`config.mk`:
```
export PLATFORM = sky130hd
export DESIGN_NAME = reg_file_mp
export DESIGN_NICKNAME = d
export VERILOG_FILES = /design/src/rtl/regfile_pkg.sv /design/src/rtl/rf_scoreboard.sv /design/src/rtl/reg_file_mp.sv
export SDC_FILE = /design/constraint.sdc
export NUM_CORES = 2
export LEC_CHECK = 0
export ABC_AREA = 1
export BUFFER_PORTS_ARGS = -buffer_cell sky130_fd_sc_hd__buf_2
export CAP_MARGIN = 20
export CELL_PAD_IN_SITES_DETAIL_PLACEMENT = 1
export CELL_PAD_IN_SITES_GLOBAL_PLACEMENT = 1
export CORE_ASPECT_RATIO = 0.6
export CORE_MARGIN = 5
export CORE_UTILIZATION = 40
export DETAILED_ROUTE_END_ITERATION = 10
export GPL_TIMING_DRIVEN = 0
export PLACE_DENSITY = 0.85
export SKIP_CTS_REPAIR_TIMING = 1
export SYNTH_ARGS = -nofsm -noshare
export SYNTH_HDL_FRONTEND = slang
export SYNTH_SLANG_ARGS = --single-unit
```
`constraint.sdc`:
```
create_clock -name clk -period 3.9 [get_ports clk]
set_clock_uncertainty 0.1 [all_clocks]
set_input_delay 0.195 -clock clk [delete_from_list [all_inputs] [get_ports clk]]
set_output_delay 0.195 -clock clk [all_outputs]
set_load 0.1 [all_outputs]
```
`src/rtl/regfile_pkg.sv`:
```
// rtl/regfile_pkg.sv - shared types and constants for the multi-port register file
package regfile_pkg;

    typedef logic [4:0] reg_addr_t;

    typedef enum logic {
        RF_SCRUB,
        RF_RUN
    } rf_state_e;

    localparam int RV32I_NREG = 32;
    localparam int RV32E_NREG = 16;

    function automatic logic addr_in_range(input reg_addr_t addr, input int nreg);
        return int'(addr) < nreg;
    endfunction

endpackage

```
`src/rtl/rf_scoreboard.sv`:
```
// rtl/rf_scoreboard.sv - per-register pending bits with set-over-clear priority
module rf_scoreboard
    import regfile_pkg::*;
#(
    parameter int NREG = 32,
    parameter int NRP  = 2
) (
    input  logic             clk,
    input  logic             rst,
    input  logic             run,
    input  logic             clr_en,
    input  reg_addr_t        clr_addr,
    input  logic             set_en,
    input  reg_addr_t        set_addr,
    input  logic [NRP*5-1:0] rd_addr,
    output logic [NRP-1:0]   rd_pend
);

    logic [NREG-1:0] pend_q, pend_d;
    logic [NRP-1:0]  rd_pend_q, rd_pend_d;

    always_comb begin
        pend_d = pend_q;
        // Set is applied after clear so an issue to the register being retired wins.
        for (int i = 1; i < NREG; i++) begin
            if (clr_en && clr_addr == 5'(i)) pend_d[i] = 1'b0;
            if (set_en && set_addr == 5'(i)) pend_d[i] = 1'b1;
        end
        pend_d[0] = 1'b0;

        rd_pend_d = '0;
        for (int p = 0; p < NRP; p++) begin
            for (int i = 1; i < NREG; i++) begin
                if (run && rd_addr[p*5 +: 5] == 5'(i)) rd_pend_d[p] = pend_d[i];
            end
        end
    end

    always_ff @(posedge clk or posedge rst) begin
        if (rst) begin
            pend_q    <= '0;
            rd_pend_q <= '0;
        end else begin
            pend_q    <= pend_d;
            rd_pend_q <= rd_pend_d;
        end
    end

    assign rd_pend = rd_pend_q;

endmodule

```
`src/rtl/reg_file_mp.sv`:
```
// rtl/reg_file_mp.sv - multi-port integer register file with bypass, scrub and scoreboard
module reg_file_mp
    import regfile_pkg::*;
#(
    parameter int DW     = 32,
    parameter int NREG   = 32,
    parameter int NRP    = 2,
    parameter int BYPASS = 1
) (
    input  logic              clk,
    input  logic              rst,
    output logic              init_busy,
    input  logic              wr_en_wb,
    input  logic [4:0]        wr_addr_wb,
    input  logic [DW-1:0]     wr_data_wb,
    input  logic              sb_set_en,
    input  logic [4:0]        sb_set_addr,
    input  logic [NRP*5-1:0]  rd_addr_r,
    output logic [NRP*DW-1:0] rd_data_e,
    output logic [NRP-1:0]    rd_pend_e,
    output logic              addr_err
);

    rf_state_e          state_q, state_d;
    reg_addr_t          cnt_q, cnt_d;
    logic               init_busy_q, init_busy_d;
    logic               addr_err_q, addr_err_d;
    logic [NRP*DW-1:0]  rd_data_q, rd_data_d;
    logic [DW-1:0]      mem_q [1:NREG-1];
    logic [DW-1:0]      mem_d [1:NREG-1];

    logic run, wr_ok, set_ok, any_bad;

    assign run    = (state_q == RF_RUN);
    assign wr_ok  = run && wr_en_wb && wr_addr_wb != 5'd0 && addr_in_range(wr_addr_wb, NREG);
    assign set_ok = run && sb_set_en && sb_set_addr != 5'd0 && addr_in_range(sb_set_addr, NREG);

    always_comb begin
        state_d     = state_q;
        cnt_d       = cnt_q;
        init_busy_d = init_busy_q;
        if (state_q == RF_SCRUB) begin
            if (cnt_q == 5'(NREG - 1)) begin
                state_d     = RF_RUN;
                init_busy_d = 1'b0;
            end else begin
                cnt_d = cnt_q + 5'd1;
            end
        end
    end

    always_comb begin
        for (int i = 1; i < NREG; i++) begin
            mem_d[i] = mem_q[i];
            if (!run && cnt_q == 5'(i))
                mem_d[i] = '0;
            else if (wr_ok && wr_addr_wb == 5'(i))
                mem_d[i] = wr_data_wb;
        end
    end

    // x0 and out-of-range addresses never match a loop index, so they read as zero.
    always_comb begin
        rd_data_d = '0;
        for (int p = 0; p < NRP; p++) begin
            for (int i = 1; i < NREG; i++) begin
                if (run && rd_addr_r[p*5 +: 5] == 5'(i)) begin
                    if (BYPASS != 0 && wr_en_wb && wr_addr_wb == 5'(i))
                        rd_data_d[p*DW +: DW] = wr_data_wb;
                    else
                        rd_data_d[p*DW +: DW] = mem_q[i];
                end
            end
        end
    end

    always_comb begin
        any_bad = 1'b0;
        for (int p = 0; p < NRP; p++) begin
            if (!addr_in_range(rd_addr_r[p*5 +: 5], NREG)) any_bad = 1'b1;
        end
        if (wr_en_wb && !addr_in_range(wr_addr_wb, NREG)) any_bad = 1'b1;
        if (sb_set_en && !addr_in_range(sb_set_addr, NREG)) any_bad = 1'b1;
        addr_err_d = run && any_bad;
    end

    always_ff @(posedge clk or posedge rst) begin
        if (rst) begin
            state_q     <= RF_SCRUB;
            cnt_q       <= 5'd1;
            init_busy_q <= 1'b1;
            addr_err_q  <= 1'b0;
            rd_data_q   <= '0;
        end else begin
            state_q     <= state_d;
            cnt_q       <= cnt_d;
            init_busy_q <= init_busy_d;
            addr_err_q  <= addr_err_d;
            rd_data_q   <= rd_data_d;
        end
    end

    always_ff @(posedge clk) begin
        mem_q <= mem_d;
    end

    rf_scoreboard #(
        .NREG (NREG),
        .NRP  (NRP)
    ) u_scoreboard (
        .clk      (clk),
        .rst      (rst),
        .run      (run),
        .clr_en   (wr_ok),
        .clr_addr (wr_addr_wb),
        .set_en   (set_ok),
        .set_addr (sb_set_addr),
        .rd_addr  (rd_addr_r),
        .rd_pend  (rd_pend_e)
    );

    assign init_busy = init_busy_q;
    assign addr_err  = addr_err_q;
    assign rd_data_e = rd_data_q;

endmodule

```
* Yosys cells after proc, flatten, opt, wreduce, memory -nomap -nowiden
Cells that the tools add are included.
** Word-level totals
- Register bits after elaboration :: 1096
- Word-level logic and storage cells :: 609
- Output and inout bits :: 68
- Input port bits :: 56
** Cells by class
- Multiplexer cells :: 219
- Equal/unequal tests :: 155
- Bitwise gates (word level) :: 2
- Reductions and logical operators :: 195
- Add/subtract/negate cells :: 1
** Operators by type and width (number)
- $mux W32 :: 93
- $eq A5 B5 Y1 const B :: 80
- $eq A5 B4 Y1 const B :: 40
- $logic_and A1 B1 Y1 :: 190
- $mux W1 :: 126
- $eq A5 B3 Y1 const B :: 20
- $eq A5 B2 Y1 const B :: 10
- $eq A5 B1 Y1 const B :: 5
- $reduce_bool A5 Y1 :: 2
- $add A5 B1 Y5 const B :: 1
- $reduce_and A2 Y1 :: 2
- $not A1 Y1 :: 2
- $logic_not A1 Y1 :: 1

* Longest topological paths before layout
- Depth after elaboration :: 36
- Depth in mapped cells :: 23
- Depth with buffers taken out :: 22

* By module
Synthesis repeated with hierarchy kept, for this count alone.
** Unflattened totals
- Cells, all modules :: 10411
- Area total of the unflattened synthesis :: 64540.6 sq um
** Modules (own cells, without submodules)
- reg_file_mp :: cells an instance 10038, sequential area each 21638.3 sq um, area an instance 62084.5 sq um, times used 1
- rf_scoreboard :: cells an instance 373, sequential area each 825.8 sq um, area an instance 2456.1 sq um, times used 1

* Worst setup path before layout
OpenSTA, ideal clock, no wires.
- Kind :: register to register
- Start :: register state_q, in the netlist run
- End :: register rd_data_q[22], in the netlist rd_data_e[22]
- Setup slack :: 1.337 ns
- Buffers on the path :: 2
- Cell stages (with the launch flop) :: 23
- Arrival time :: 2.333 ns
- Clock period less this slack :: 2.563 ns
- Data required time :: 3.670 ns
- Cell sequence :: dfrtp_1 inv_2 nor2_1 inv_2 buf_2 nor2_1 nand2_1 buf_2 nor2_1 nor2_1 nand4_1 nor2_1 nand4_1 nor2_1 nand4_1 nor2_1 nand4_1 nor2_1 nand4_1 nor2_1 nand4_1 nor2_1 nand4_1
** On the way
- Word-level cells in the longest chain between the ends :: 32
- Elaborated cells between the ends (all ways) :: 62
- Classes of those cells :: 31 x mux; 31 x reduce/logical
** RTL lines
- start: declaration :: RTL line reg_file_mp.sv:24 : rf_state_e state_q, state_d;
- start signal: assignment :: RTL line reg_file_mp.sv:95 : state_q <= state_d;
- $logic_and A1 B1 Y1 :: RTL line reg_file_mp.sv:67 : if (run && rd_addr_r[p*5 +: 5] == 5'(i)) begin
- $mux W32 (30 in series) :: RTL line reg_file_mp.sv:67
- $mux W32 * :: RTL line reg_file_mp.sv:67
- net rd_data_d[22] :: RTL line reg_file_mp.sv:28 : logic [NRP*DW-1:0] rd_data_q, rd_data_d;
- end signal: assignment :: RTL line reg_file_mp.sv:99 : rd_data_q <= rd_data_d;
- end: declaration :: RTL line reg_file_mp.sv:28
The timed path passes the listed nets; every way through them passes the cells marked *.
A chain may end at the register's enable or synchronous reset.

* Worst setup path after layout
- Start :: register state_q, in the netlist run
- End :: register u_scoreboard.rd_pend_q[0], in the netlist u_scoreboard.rd_pend[0]
** On the way
- Elaborated cells between the ends (all ways) :: 190
- Classes of those cells :: 93 x mux; 97 x reduce/logical
** RTL lines
- $logic_and A1 B1 Y1 (2 in series) :: RTL line reg_file_mp.sv:35 : assign wr_ok = run && wr_en_wb && wr_addr_wb != 5'd0 && addr_in_range(wr_addr_wb, NREG);
- $logic_and A1 B1 Y1 :: RTL line rf_scoreboard.sv:26 : if (clr_en && clr_addr == 5'(i)) pend_d[i] = 1'b0;
- $mux W1 :: RTL line rf_scoreboard.sv:26
- $mux W1 * :: RTL line rf_scoreboard.sv:27 : if (set_en && set_addr == 5'(i)) pend_d[i] = 1'b1;
- net u_scoreboard.pend_d[6] :: RTL line rf_scoreboard.sv:19 : logic [NREG-1:0] pend_q, pend_d;
- $mux W1 * (26 in series) :: RTL line rf_scoreboard.sv:34 : if (run && rd_addr[p*5 +: 5] == 5'(i)) rd_pend_d[p] = pend_d[i];
- net u_scoreboard.rd_pend_d[0] :: RTL line rf_scoreboard.sv:20 : logic [NRP-1:0] rd_pend_q, rd_pend_d;
- end signal: assignment :: RTL line rf_scoreboard.sv:45 : rd_pend_q <= rd_pend_d;
- end: declaration :: RTL line rf_scoreboard.sv:20
Marks and branches as above.

==> results.txt <==
Yosys warns -> 0
Initial antenna violation count -> 11
Worst path bufs/invs -> 2
Synth top area cells -> dfxtp_1, nand2_1, nor2_1
Clk_lat worst skew -> 0.79 ns
GRT Residual Overflow -> 0
Avg Vias per Cell -> 6.18
Maximum number of pins on one net before global-route repair -> 62
Wire per inst -> 27.8 um
Worst path top cell family by delay -> simple AND/OR/NAND/NOR gates
RSZ-0062 raised after global routing -> true
DRC errors left -> 0
Core Box Area -> 153000 um2
Min Tclk post-route -> 3.96 ns
Synth Register Bits -> 1096
Share of cells above drive strength 1 -> 0.0504
Final Max Slew Viols -> 0
Leading area contributor after synthesis -> dfxtp_1
Worst Setup Start Kind -> register
H-Tree Depth -> 3
Avg Cell Area, Syn -> 6.16 um2
Crit path depth -> 20
Worst Path Max Fanout -> 8
Hold crit path type -> in2reg
Max IR drop VDD -> 0.401 mV
Total Die Area -> 163000 um2
First-pass GRT wire length -> 498000 um
Final WL -> 347000 um
PnR worst setup slack -> -0.0628 ns
Reg2reg path depth -> 20
Final Cell Area -> 70100 um2
Top-count cell post-synth -> nand2_1
Status -> finished, violations left
DR vias -> 77200
DP Wirelength -> 284000 um
Final Net Count -> 10400
Clk root buf -> clkbuf_16
Post-synthesis cell count -> 10100
Max Cap Viol -> 0
Synth cell count leaders -> nand2_1, nor2_1, o21ai_0
Yosys top cell area share -> 0.320
Min-Delay Startpoint -> rd_addr_r[8]
Multi-input gate area -> 34400 um2
Setup crit start -> run
Buffers added on ports -> 122
Die W -> 518 um
Gpl congestion -> 1.06
LEAKAGE -> 0.0281 uW
CP peak stage delay -> 0.47 ns
Num CTS Buffers -> 115
Setup crit end kind -> register
Seq/Total Area, Yosys -> 0.362
Min Hold Slack -> -0.000757 ns
# fillers -> 20800
Area delta synth->final -> 13.2%
Worst Path Required -> 4.44 ns
GRT Util Overall -> 0.406
Mapped Area -> 62000 um2
Clk slew on worst S/H paths -> 0.07 ns
Drt pass-1 iters -> 6
Die H -> 315 um
CP Cell Sequence -> nand2_1 > inv_1 > nand2_1 > clkinvlp_4 > nand2_2 > o21ai_1 > nand2_1 > nand4_1 > nand2_1 > nand4_1 > nor2_1 > nand4_1 > nor2_1 > nand4_1 > nor2_1 > nand4_1 > nor2_1 > nand4_1 > nor2_1 > nand4_1
Synthesized Nets -> 10100
Setup violators final -> 1
Slew margin rel. -> 0.107
Initial Utilization -> 0.404
Cell mode on critical path -> nand4_1
Primary FF master, synth -> dfxtp_1
Drt first-iter violations -> 9853
Crit path kind -> reg2reg
Placed Cells -> 12200
Post-synth EDFFs -> 0
Clock Sinks -> 1096
Fmax -> 252 MHz
Number of global-route vias before repair -> 74900
Clock tree buffer depth -> 3
Post-route clock period utilization -> 1.02
Asr flop ratio synth -> 0.0949
# rows -> 111
Worst EP arrival -> 4.51 ns
I/O pin cnt -> 124
Fin. Hold Viols -> 1
DP Area -> 65500 um2
CTS tree -> built
ANT nets after route -> 0
Reg-to-Reg Start -> run
Final Non-Filler Cells -> 12500
Failing checks -> hold timing, setup timing
Worst-margin pin slew -> 1.34 ns
Hold Path Depth -> 8
CP max stage cell -> dfrtp_2
Pwr/cell area -> 462 nW/um2
Synth cell types -> 31
Register area -> 22500 um2
metal layers:
layer / up-vias / GRT usage / wire, um
met1: 38200 / 0.582 / 155000
li1: 33800 / - / -
met4: 0 / 0.142 / 13700
met5: - / 0 / 0
met2: 4454 / 0.565 / 134000
met3: 646 / 0.135 / 44100
worst paths after layout:
path / end / slack [ns]
max in group asynchronous: run / 2.34
hold reg to reg: mem_q[77] / 0.34
min in group asynchronous: rd_data_e[19] / 0.57
setup / recovery: u_scoreboard.rd_pend[0] / -0.06
hold / removal: u_scoreboard.rd_pend[1] / -0.0008
setup reg to reg: u_scoreboard.rd_pend[0] / -0.06
sequential cells by signal, indices dropped and copies added, names as in the netlist:
signal / cells
cnt_q: 5
u_scoreboard.pend_q: 31
u_scoreboard.rd_pend: 2
run: 1
init_busy: 1
rd_data_e: 64
mem_q: 992
final cells by class:
class / instances / area share
Timing Repair Buffer: 181 / 0.0174
Buffer: 901 / 0.0514
Sequential cell: 1096 / 0.320
Multi-Input combinational cell: 7582 / 0.491
Tap cell: 2034 / 0.0363
Antenna cell: 12 / 0.000428
Clock buffer: 169 / 0.0491
Inverter: 480 / 0.0258
Clock inverter: 43 / 0.00851
stage by stage:
stage	hold slack (ns)	worst slack [ns]	utilization	TNS, ns	total power, uW
after floorplan	0.224	0.876	-	0	18000
after global placement	0.332	-0.686	0.425	-88.77	19700
after detailed placement	0.215	-0.674	0.427	-23.41	20100
after CTS	-0.609	-0.703	0.453	-23.45	32200
after global routing	0.0208	-0.0537	0.457	-0.201	33500
final	-0.000757	-0.0628	0.458	-0.0628	32400
layout by cell type (no fill, tap or decap), types with 22 or more instances in the layout:
| cell type | netlist | layout |
|---|---|---|
| nand2_1 | 2537 | 2532 |
| nor2_1 | 1971 | 1946 |
| o21ai_0 | 1320 | 1320 |
| inv_1 | 457 | 455 |
| a21oi_1 | 424 | 424 |
| clkbuf_8 | 0 | 30 |
| clkbuf_16 | 0 | 118 |
| buf_6 | 0 | 28 |
| inv_2 | 22 | 22 |
| nand4_1 | 474 | 474 |
| buf_1 | 31 | 27 |
| dfrtp_1 | 102 | 101 |
| o22ai_1 | 64 | 64 |
| nand3_1 | 281 | 277 |
| a211oi_1 | 448 | 448 |
| buf_4 | 11 | 36 |
| dfxtp_1 | 992 | 992 |
| buf_2 | 22 | 153 |
| clkbuf_1 | 837 | 816 |
| nor2_2 | 0 | 24 |
worst reg2reg max path: stages, from the launching register on:
cell	delay [ns]
dfrtp_2	0.47
nand2_1	0.18
inv_1	0.20
nand2_1	0.19
clkinvlp_4	0.30
nand2_2	0.32
o21ai_1	0.20
nand2_1	0.11
nand4_1	0.14
nand2_1	0.10
nand4_1	0.14
nor2_1	0.16
nand4_1	0.12
nor2_1	0.14
nand4_1	0.12
nor2_1	0.13
nand4_1	0.10
nor2_1	0.21
nand4_1	0.13
nor2_1	0.14
nand4_1	0.12
logic make-up (layout without fill, tap and decap cells):
family                     after synthesis  count (layout)  share of synthesized area
and+or+nand+nor                       5291            5291                      0.347
AOI/OAI and AO/OA                     2281            2281                      0.204
xor gates and xnor gates                 3               3                   0.000424
DFF                                   1096            1096                      0.362
buffers and inverters                 1381            1774                     0.0848
adders and majority gates                6               6                    0.00121
other                                    1              13                  0.0000605
power breakdown:
| part | internal [uW] | total (uW) | switching [uW] |
|---|---|---|---|
| Sequential | 12800 | 13600 | 792 |
| Clock | 6970 | 12300 | 5380 |
| Combinational | 1810 | 6480 | 4680 |
| Total | 21600 | 32400 | 10800 |
Power figures use the tool's default switching activity.
